File: src/rtl/imem_fetch_controller_if.sv
`default_nettype none
// ============================================================================
// Module   : imem_fetch_controller_if
// Brief    : Loader, fetch, decode and memory-port signals of the fetch controller
// Revision : 1.0 - initial release
// ============================================================================
interface imem_fetch_controller_if;
  logic        Start;
  logic        LoadReq;
  logic        LoadValid;
  logic [31:0] LoadAddr;
  logic [31:0] LoadData;
  logic        Halt;
  logic        Redirect;
  logic [31:0] RedirectTarget;
  logic        DecodeReady;
  logic [31:0] ImemAddress;
  logic        ImemWrEn;
  logic [31:0] ImemWrData;
  logic [31:0] ImemInstruction;
  logic [31:0] Instr;
  logic [31:0] InstrPC;
  logic        InstrValid;
  logic [1:0]  State;
  logic        AddrError;
  logic [31:0] FetchCount;

  modport master (
    input  Start, LoadReq, LoadValid, LoadAddr, LoadData, Halt, Redirect,
           RedirectTarget, DecodeReady, ImemInstruction,
    output ImemAddress, ImemWrEn, ImemWrData, Instr, InstrPC, InstrValid,
           State, AddrError, FetchCount
  );

  modport slave (
    output Start, LoadReq, LoadValid, LoadAddr, LoadData, Halt, Redirect,
           RedirectTarget, DecodeReady, ImemInstruction,
    input  ImemAddress, ImemWrEn, ImemWrData, Instr, InstrPC, InstrValid,
           State, AddrError, FetchCount
  );
endinterface
`default_nettype wire

File: src/rtl/imem_fetch_controller.sv
`default_nettype none
// ============================================================================
// Module   : imem_fetch_controller
// Brief    : Shares the instruction-memory port between loader and fetch; PC,
//            redirect/halt handling and registered valid/ready delivery.
// Revision : 1.0 - initial release
// ============================================================================
module imem_fetch_controller #(
  parameter int          DEPTH    = 128,
  parameter logic [31:0] RESET_PC = 32'd0
) (
  input  logic                           clk,
  input  logic                           reset,
  imem_fetch_controller_if.master        bus
);

  localparam logic [1:0]  ST_BOOT   = 2'd0;
  localparam logic [1:0]  ST_LOAD   = 2'd1;
  localparam logic [1:0]  ST_RUN    = 2'd2;
  localparam logic [1:0]  ST_HALTED = 2'd3;
  localparam logic [31:0] C_DEPTH   = 32'(DEPTH);
  localparam logic [31:0] C_LAST    = 32'(DEPTH - 1);

  logic [1:0]  state_q,  state_d;
  logic [31:0] pc_q,     pc_d;
  logic [31:0] instr_q,  instr_d;
  logic [31:0] ipc_q,    ipc_d;
  logic        valid_q,  valid_d;
  logic        err_q,    err_d;
  logic [31:0] count_q,  count_d;

  logic w_load_in_range;
  logic w_accept;
  logic w_flush;

  assign w_load_in_range = bus.LoadAddr < C_DEPTH;
  assign w_accept        = valid_q && bus.DecodeReady;
  // A redirect only takes effect in RUN when no halt outranks it.
  assign w_flush         = (state_q == ST_RUN) && !bus.Halt && bus.Redirect;

  assign bus.ImemAddress = (state_q == ST_LOAD) ? bus.LoadAddr : pc_q;
  assign bus.ImemWrEn    = (state_q == ST_LOAD) && bus.LoadValid && w_load_in_range;
  assign bus.ImemWrData  = bus.LoadData;
  assign bus.Instr       = instr_q;
  assign bus.InstrPC     = ipc_q;
  assign bus.InstrValid  = valid_q;
  assign bus.State       = state_q;
  assign bus.AddrError   = err_q;
  assign bus.FetchCount  = count_q;

  always_comb begin
    state_d = state_q;
    pc_d    = pc_q;
    instr_d = instr_q;
    ipc_d   = ipc_q;
    valid_d = valid_q;
    err_d   = err_q;
    count_d = count_q;

    if (w_accept && !w_flush) count_d = count_q + 32'd1;
    if (w_accept)             valid_d = 1'b0;

    case (state_q)
      ST_BOOT: begin
        if (bus.LoadReq) begin
          state_d = ST_LOAD;
        end else if (bus.Start) begin
          state_d = ST_RUN;
          pc_d    = RESET_PC;
          valid_d = 1'b0;
        end
      end
      ST_LOAD: begin
        if (bus.LoadValid && !w_load_in_range) err_d = 1'b1;
        if (!bus.LoadReq) state_d = ST_BOOT;
      end
      ST_RUN: begin
        if (bus.Halt) begin
          state_d = ST_HALTED;
        end else if (bus.Redirect) begin
          valid_d = 1'b0;
          if (bus.RedirectTarget < C_DEPTH) begin
            pc_d = bus.RedirectTarget;
          end else begin
            err_d   = 1'b1;
            state_d = ST_HALTED;
          end
        end else if (!valid_q || bus.DecodeReady) begin
          instr_d = bus.ImemInstruction;
          ipc_d   = pc_q;
          valid_d = 1'b1;
          if (pc_q == C_LAST) state_d = ST_HALTED;
          else                pc_d    = pc_q + 32'd1;
        end
      end
      default: begin
        if (bus.LoadReq) begin
          state_d = ST_LOAD;
        end else if (bus.Start) begin
          state_d = ST_RUN;
          pc_d    = RESET_PC;
          valid_d = 1'b0;
          err_d   = 1'b0;
        end
      end
    endcase
  end

  always_ff @(posedge clk) begin
    if (reset) begin
      state_q <= ST_BOOT;
      pc_q    <= RESET_PC;
      instr_q <= 32'd0;
      ipc_q   <= 32'd0;
      valid_q <= 1'b0;
      err_q   <= 1'b0;
      count_q <= 32'd0;
    end else begin
      state_q <= state_d;
      pc_q    <= pc_d;
      instr_q <= instr_d;
      ipc_q   <= ipc_d;
      valid_q <= valid_d;
      err_q   <= err_d;
      count_q <= count_d;
    end
  end

endmodule
`default_nettype wire

File: src/flat_wrapper.sv
// flat-port wrapper written by rule: the top's interface ports become plain ports
module imem_fetch_controller_flat 
#(
  parameter int          DEPTH    = 128,
  parameter logic [31:0] RESET_PC = 32'd0
)
  (clk, reset, bus_Start, bus_LoadReq, bus_LoadValid, bus_LoadAddr, bus_LoadData, bus_Halt, bus_Redirect, bus_RedirectTarget, bus_DecodeReady, bus_ImemInstruction, bus_ImemAddress, bus_ImemWrEn, bus_ImemWrData, bus_Instr, bus_InstrPC, bus_InstrValid, bus_State, bus_AddrError, bus_FetchCount);
  imem_fetch_controller_if bus_i ();
  input  logic clk;
  input  logic reset;
  input wire logic [$bits(bus_i.Start)-1:0] bus_Start;
  input wire logic [$bits(bus_i.LoadReq)-1:0] bus_LoadReq;
  input wire logic [$bits(bus_i.LoadValid)-1:0] bus_LoadValid;
  input wire logic [$bits(bus_i.LoadAddr)-1:0] bus_LoadAddr;
  input wire logic [$bits(bus_i.LoadData)-1:0] bus_LoadData;
  input wire logic [$bits(bus_i.Halt)-1:0] bus_Halt;
  input wire logic [$bits(bus_i.Redirect)-1:0] bus_Redirect;
  input wire logic [$bits(bus_i.RedirectTarget)-1:0] bus_RedirectTarget;
  input wire logic [$bits(bus_i.DecodeReady)-1:0] bus_DecodeReady;
  input wire logic [$bits(bus_i.ImemInstruction)-1:0] bus_ImemInstruction;
  output wire logic [$bits(bus_i.ImemAddress)-1:0] bus_ImemAddress;
  output wire logic [$bits(bus_i.ImemWrEn)-1:0] bus_ImemWrEn;
  output wire logic [$bits(bus_i.ImemWrData)-1:0] bus_ImemWrData;
  output wire logic [$bits(bus_i.Instr)-1:0] bus_Instr;
  output wire logic [$bits(bus_i.InstrPC)-1:0] bus_InstrPC;
  output wire logic [$bits(bus_i.InstrValid)-1:0] bus_InstrValid;
  output wire logic [$bits(bus_i.State)-1:0] bus_State;
  output wire logic [$bits(bus_i.AddrError)-1:0] bus_AddrError;
  output wire logic [$bits(bus_i.FetchCount)-1:0] bus_FetchCount;
  assign bus_i.Start = bus_Start;
  assign bus_i.LoadReq = bus_LoadReq;
  assign bus_i.LoadValid = bus_LoadValid;
  assign bus_i.LoadAddr = bus_LoadAddr;
  assign bus_i.LoadData = bus_LoadData;
  assign bus_i.Halt = bus_Halt;
  assign bus_i.Redirect = bus_Redirect;
  assign bus_i.RedirectTarget = bus_RedirectTarget;
  assign bus_i.DecodeReady = bus_DecodeReady;
  assign bus_i.ImemInstruction = bus_ImemInstruction;
  assign bus_ImemAddress = bus_i.ImemAddress;
  assign bus_ImemWrEn = bus_i.ImemWrEn;
  assign bus_ImemWrData = bus_i.ImemWrData;
  assign bus_Instr = bus_i.Instr;
  assign bus_InstrPC = bus_i.InstrPC;
  assign bus_InstrValid = bus_i.InstrValid;
  assign bus_State = bus_i.State;
  assign bus_AddrError = bus_i.AddrError;
  assign bus_FetchCount = bus_i.FetchCount;
  imem_fetch_controller #(.DEPTH(DEPTH), .RESET_PC(RESET_PC)) u_core (.clk(clk), .reset(reset), .bus(bus_i));
endmodule
File: config.mk
export PLATFORM = sky130hd
export DESIGN_NAME = imem_fetch_controller_flat
export DESIGN_NICKNAME = d
export VERILOG_FILES = /design/src/rtl/imem_fetch_controller_if.sv /design/src/rtl/imem_fetch_controller.sv /design/src/flat_wrapper.sv
export SDC_FILE = /design/constraint.sdc
export NUM_CORES = 1
export LEC_CHECK = 0
export CELL_PAD_IN_SITES_DETAIL_PLACEMENT = 2
export CELL_PAD_IN_SITES_GLOBAL_PLACEMENT = 2
export CORE_UTILIZATION = 29
export DETAILED_ROUTE_END_ITERATION = 8
export DONT_BUFFER_PORTS = 1
export PLACE_DENSITY_LB_ADDON = 0.3
export SETUP_SLACK_MARGIN = 0.3
export SYNTH_ARGS = -nofsm -noshare
export SYNTH_HDL_FRONTEND = slang
export SYNTH_SLANG_ARGS = --single-unit
File: constraint.sdc
create_clock -name clk -period 3.1 [get_ports clk]
set_clock_uncertainty 0.15 [all_clocks]
set_input_delay 0.31 -clock clk [delete_from_list [all_inputs] [get_ports clk]]
set_output_delay 0.31 -clock clk [all_outputs]
set_load 0.01 [all_outputs]
==> results by group <==
GRT
  – Antenna violations before repair: 0
  – Largest net degree at the start of global routing: about 130
  – First-pass GRT wire length: 39.7 mm
  – Number of global-route vias before repair: 6838
  – GRT overflow: 0
  – Total GRT Usage: a little over a fifth

Clocking
  – Clock latency at the later pin of the worst-skew pair: 0.43 ns
  – Clock transition at path regs: ~0.060 ns
  – Clock Tree Root: clkbuf_16
  – Postcts setup bufs: 0
  – Htree depth: 4
  – CTS tree: done
  – Max Root-Sink Buffers: 2
  – Sinks on the clock net: 132
  – Number of buffers created by CTS: 17

Final layout
  – Post-route cell area: between 0.008 and 0.009 mm^2
  – FILL cells: ~2.6k
  – Post-layout net count: a little over 1k
  – Area Overhead vs Synth: 19.0%
  – Final Core Density: 35.4%
  – Multi-input logic area: 0.00363 mm^2
  – Share of layout cells above drive strength 1: around an eighth
  – Inserted Diodes: 0
  – Sequential Area: 0.00264 mm^2

Synthesis
  – Mapped cell area: approximately 0.0068 mm^2
  – Multiplexer area fraction after synthesis: between 4 and 5%
  – Post-synth EDFFs: 0
  – Synth Area in XOR/XNOR: 3.37%
  – Most used DFF post-synth: dfxtp_1
  – Largest family of logic cells by synthesized area: simple AND/OR/NAND/NOR gates
  – Area leader, netlist: dfxtp_1
  – Area fraction in compound gates after synthesis: between 10% and 20%
  – Synth Area in Adders: 0.741%
  – Avg Cell Area, Syn: a little under 8 um^2
  – Mapped Cells: ~870
  – Post-synth top area share: approximately two fifths
  – Yosys warning count: 0
  – Syn Nets: 1012
  – Synth async-reset ratio: 0%
  – Distinct cell type count after synthesis: between 60 and 70
  – Synth Area in Simple Gates: 27.2%
  – Number of synthesized register bits: between 100 and 150
  – Main area contributors after synthesis: dfxtp_1 39%, nand2_1 9.9%, a21oi_1 7.6%, mux2_2 4.2%, buf_4 3.8%
  – Post-synthesis sequential area ratio: roughly two fifths

Worst setup path
  – Critical path endpoint category: output port
  – R2R Path End: u_core.pc_q[14]$_SDFFE_PP0P_
  – Crit Path Class: flip-flop to output port
  – Crit start category: flip-flop
  – Req. time, crit path: between 2 and 3 ns
  – Cell count of the worst reg-to-reg path: 8
  – Reg-to-reg slack, setup: between 0.4 and 0.5 ns
  – R2R Path Start: u_core.pc_q[0]$_SDFFE_PP0P_
  – Critical path data arrival time: ~2.2 ns
  – CP max FO: 6

Min path
  – Min-Delay Path Class: primary input to flip-flop
  – WHS Path Cells: 4
  – Worst Hold Path EP: u_core.pc_q[4]$_SDFFE_PP0P_
  – Worst hold start: bus_RedirectTarget[4]

Timing
  – Final setup TNS: 0 ns
  – Worst-Margin Slew: slightly above 0.8 ns
  – Period minus WS final: 2.65 ns
  – Slew HR: between 40 and 50%
  – Peak Freq: around 380 MHz
  – Slew Limit Fails: 0
  – Fin worst setup slack: about 0.45 ns
  – Count of final hold-check violations: 0
  – Tcrit/Tclk final: 85.6%
  – Final setup viols: 0
  – RSZ-0062 raised after global routing: yes

Floorplan
  – I/O pins: ~300
  – Initial Util: roughly 30%
  – FP Rows: 55
  – Die width: ~150 um
  – Die height: 155 um
  – DIE AREA: 0.0239 mm^2
  – Core area: 0.0227 mm^2

Detailed routing
  – First-pass iteration count of the detailed router: 4
  – Wire per inst: about 22 um
  – Drt initial violations: ~280
  – # DRC: 0
  – Antenna violation net count after detailed routing: 0
  – Final WL: ~26 mm
  – Post-DR vias/cell: 5.49
  – Total number of vias: roughly 6.5k

Power
  – Pwr dens: ~640 mW/mm^2
  – Static Leak: 2.73 nW
  – Maximum VDD drop: 0.327 mV

Placement
  – Place WS: 0.300 ns
  – Number of port buffers: 0
  – Area post-placement: approximately 0.0069 mm^2
  – Final GP Congestion: a little under 0.8
  – Post-DP HPWL: 17.8 mm

Job
  – Max-cap check violation count: 0

Outcome
  – Status: finished, final reports clean
[where the power goes]
group          internal, mW  switching [mW]  total [mW]
logic                 0.458           0.728        1.19
clock network          1.24           0.862        2.10
registers              1.77          0.0936        1.86
[layer usage]
metal | GRT usage [%] | wire length (um) | vias to the layer above
li1 | - | - | 3055
met1 | 26.5 | 11300 | 3223
met2 | 36.2 | 12200 | 198
met3 | 5.97 | 1660 | 30
met4 | 7.59 | 465 | 0
met5 | 0 | 0 | -
[layout by cell type (no fill, tap or decap), drive strengths merged, types with 19 or more instances in the layout]
| cell type | count |
|---|---|
| nand3 | 26 |
| nor3 | 21 |
| dfxtp | 132 |
| buf | 34 |
| mux2 | 25 |
| nor2 | 68 |
| a21oi | 105 |
| dlygate4sd3 | 47 |
| nand2 | 179 |
| o21ai | 32 |
| inv | 19 |
| clkbuf | 19 |
[synthesized netlist by cell type (4+ instances only)]
cell type and n:
xor2_1 16, or3_1 13, a21o_1 4, o31ai_1 4, and2_1 7, and4_1 4
o22ai_1 6, o2bb2ai_1 5, a21oi_1 103, ha_1 4, nor2_1 68, nor3_1 21
xnor2_1 10, nor4_1 14, a221o_1 4, mux2_2 25, nand3_1 26, inv_1 16
or4_1 5, buf_2 4, and3_1 10, nand2b_1 10, buf_4 34, o21ai_0 30
dfxtp_1 132, clkbuf_1 41, nor2b_1 6, nand2_1 179, nand4_1 17, o32ai_1 4
[logic make-up (layout without fill, tap and decap cells)]
logic type	count (synthesis)	in the layout
and+or+nand+nor	391	391
AOI/OAI and AO/OA	194	194
DFF	132	132
buffers and inverters	100	129
xor gates and xnor gates	26	26
muxes	25	25
adders and majority gates	4	4
[worst max-delay path: stages, from the launching register on]
cell and delay, ns:
dfxtp_1 0.33, buf_4 0.16, ha_2 0.30, nor4b_4 0.30, nand4_1 0.22, nor2_4 0.22, and2_1 0.23
[through the flow]
| stage | hold WS (ns) | power, mW | std cells |
|---|---|---|---|
| 6_report | 0.0176 | 5.15 | 1186 |
| 5_1_grt | 0.0191 | 5.39 | 1186 |
| 3_5_place_dp | 0.242 | 2.98 | 1106 |
| 4_1_cts | 0.00251 | 5.20 | 1186 |
| 2_1_floorplan | 0.296 | 2.75 | 872 |
| 3_3_place_gp | 0.242 | 2.96 | 1106 |
[what timing repair did]
action	4_1_cts	5_1_grt
endpoints found under the hold margin	125	0
hold buffers	48	0
resized for setup	4	4
endpoints found under the setup margin	2	17
pin swaps	0	0
[cell type report]
| class | instances | share of cell area [%] |
|---|---|---|
| clock buffer | 19 | 5.63 |
| clock inverter | 13 | 1.87 |
| inverter | 16 | 0.747 |
| multi-input combinational | 640 | 45.2 |
| sequential | 132 | 32.9 |
| tap | 285 | 4.44 |
| timing repair buffer | 81 | 9.27 |
[flip-flops by register name, indices dropped and copies added (netlist names)]
| name | count |
|---|---|
| u_core.bus.AddrError | 1 |
| u_core.bus.FetchCount | 32 |
| u_core.bus.Instr | 32 |
| u_core.bus.InstrPC | 32 |
| u_core.bus.InstrValid | 1 |
| u_core.bus.State | 2 |
| u_core.pc_q | 32 |
[worst max path at each step]
stage | to | start | depth (start not counted)
2_1_floorplan | u_core.bus.FetchCount[11]$_SDFFE_PP0P_ | u_core.bus.State[0]$_SDFFE_PP0P_ | 9
3_5_place_dp | u_core.pc_q[13]$_SDFFE_PP0P_ | u_core.bus.State[1]$_SDFFE_PP0P_ | 7
5_1_grt | u_core.pc_q[4]$_SDFFE_PP0P_ | u_core.pc_q[0]$_SDFFE_PP0P_ | 8
3_3_place_gp | u_core.pc_q[13]$_SDFFE_PP0P_ | u_core.bus.State[1]$_SDFFE_PP0P_ | 7
6_report | bus_ImemWrEn | u_core.bus.State[0]$_SDFFE_PP0P_ | 6
4_1_cts | bus_ImemWrEn | u_core.bus.State[0]$_SDFFE_PP0P_ | 6
Note: power is estimated with default switching activity, not from simulation.
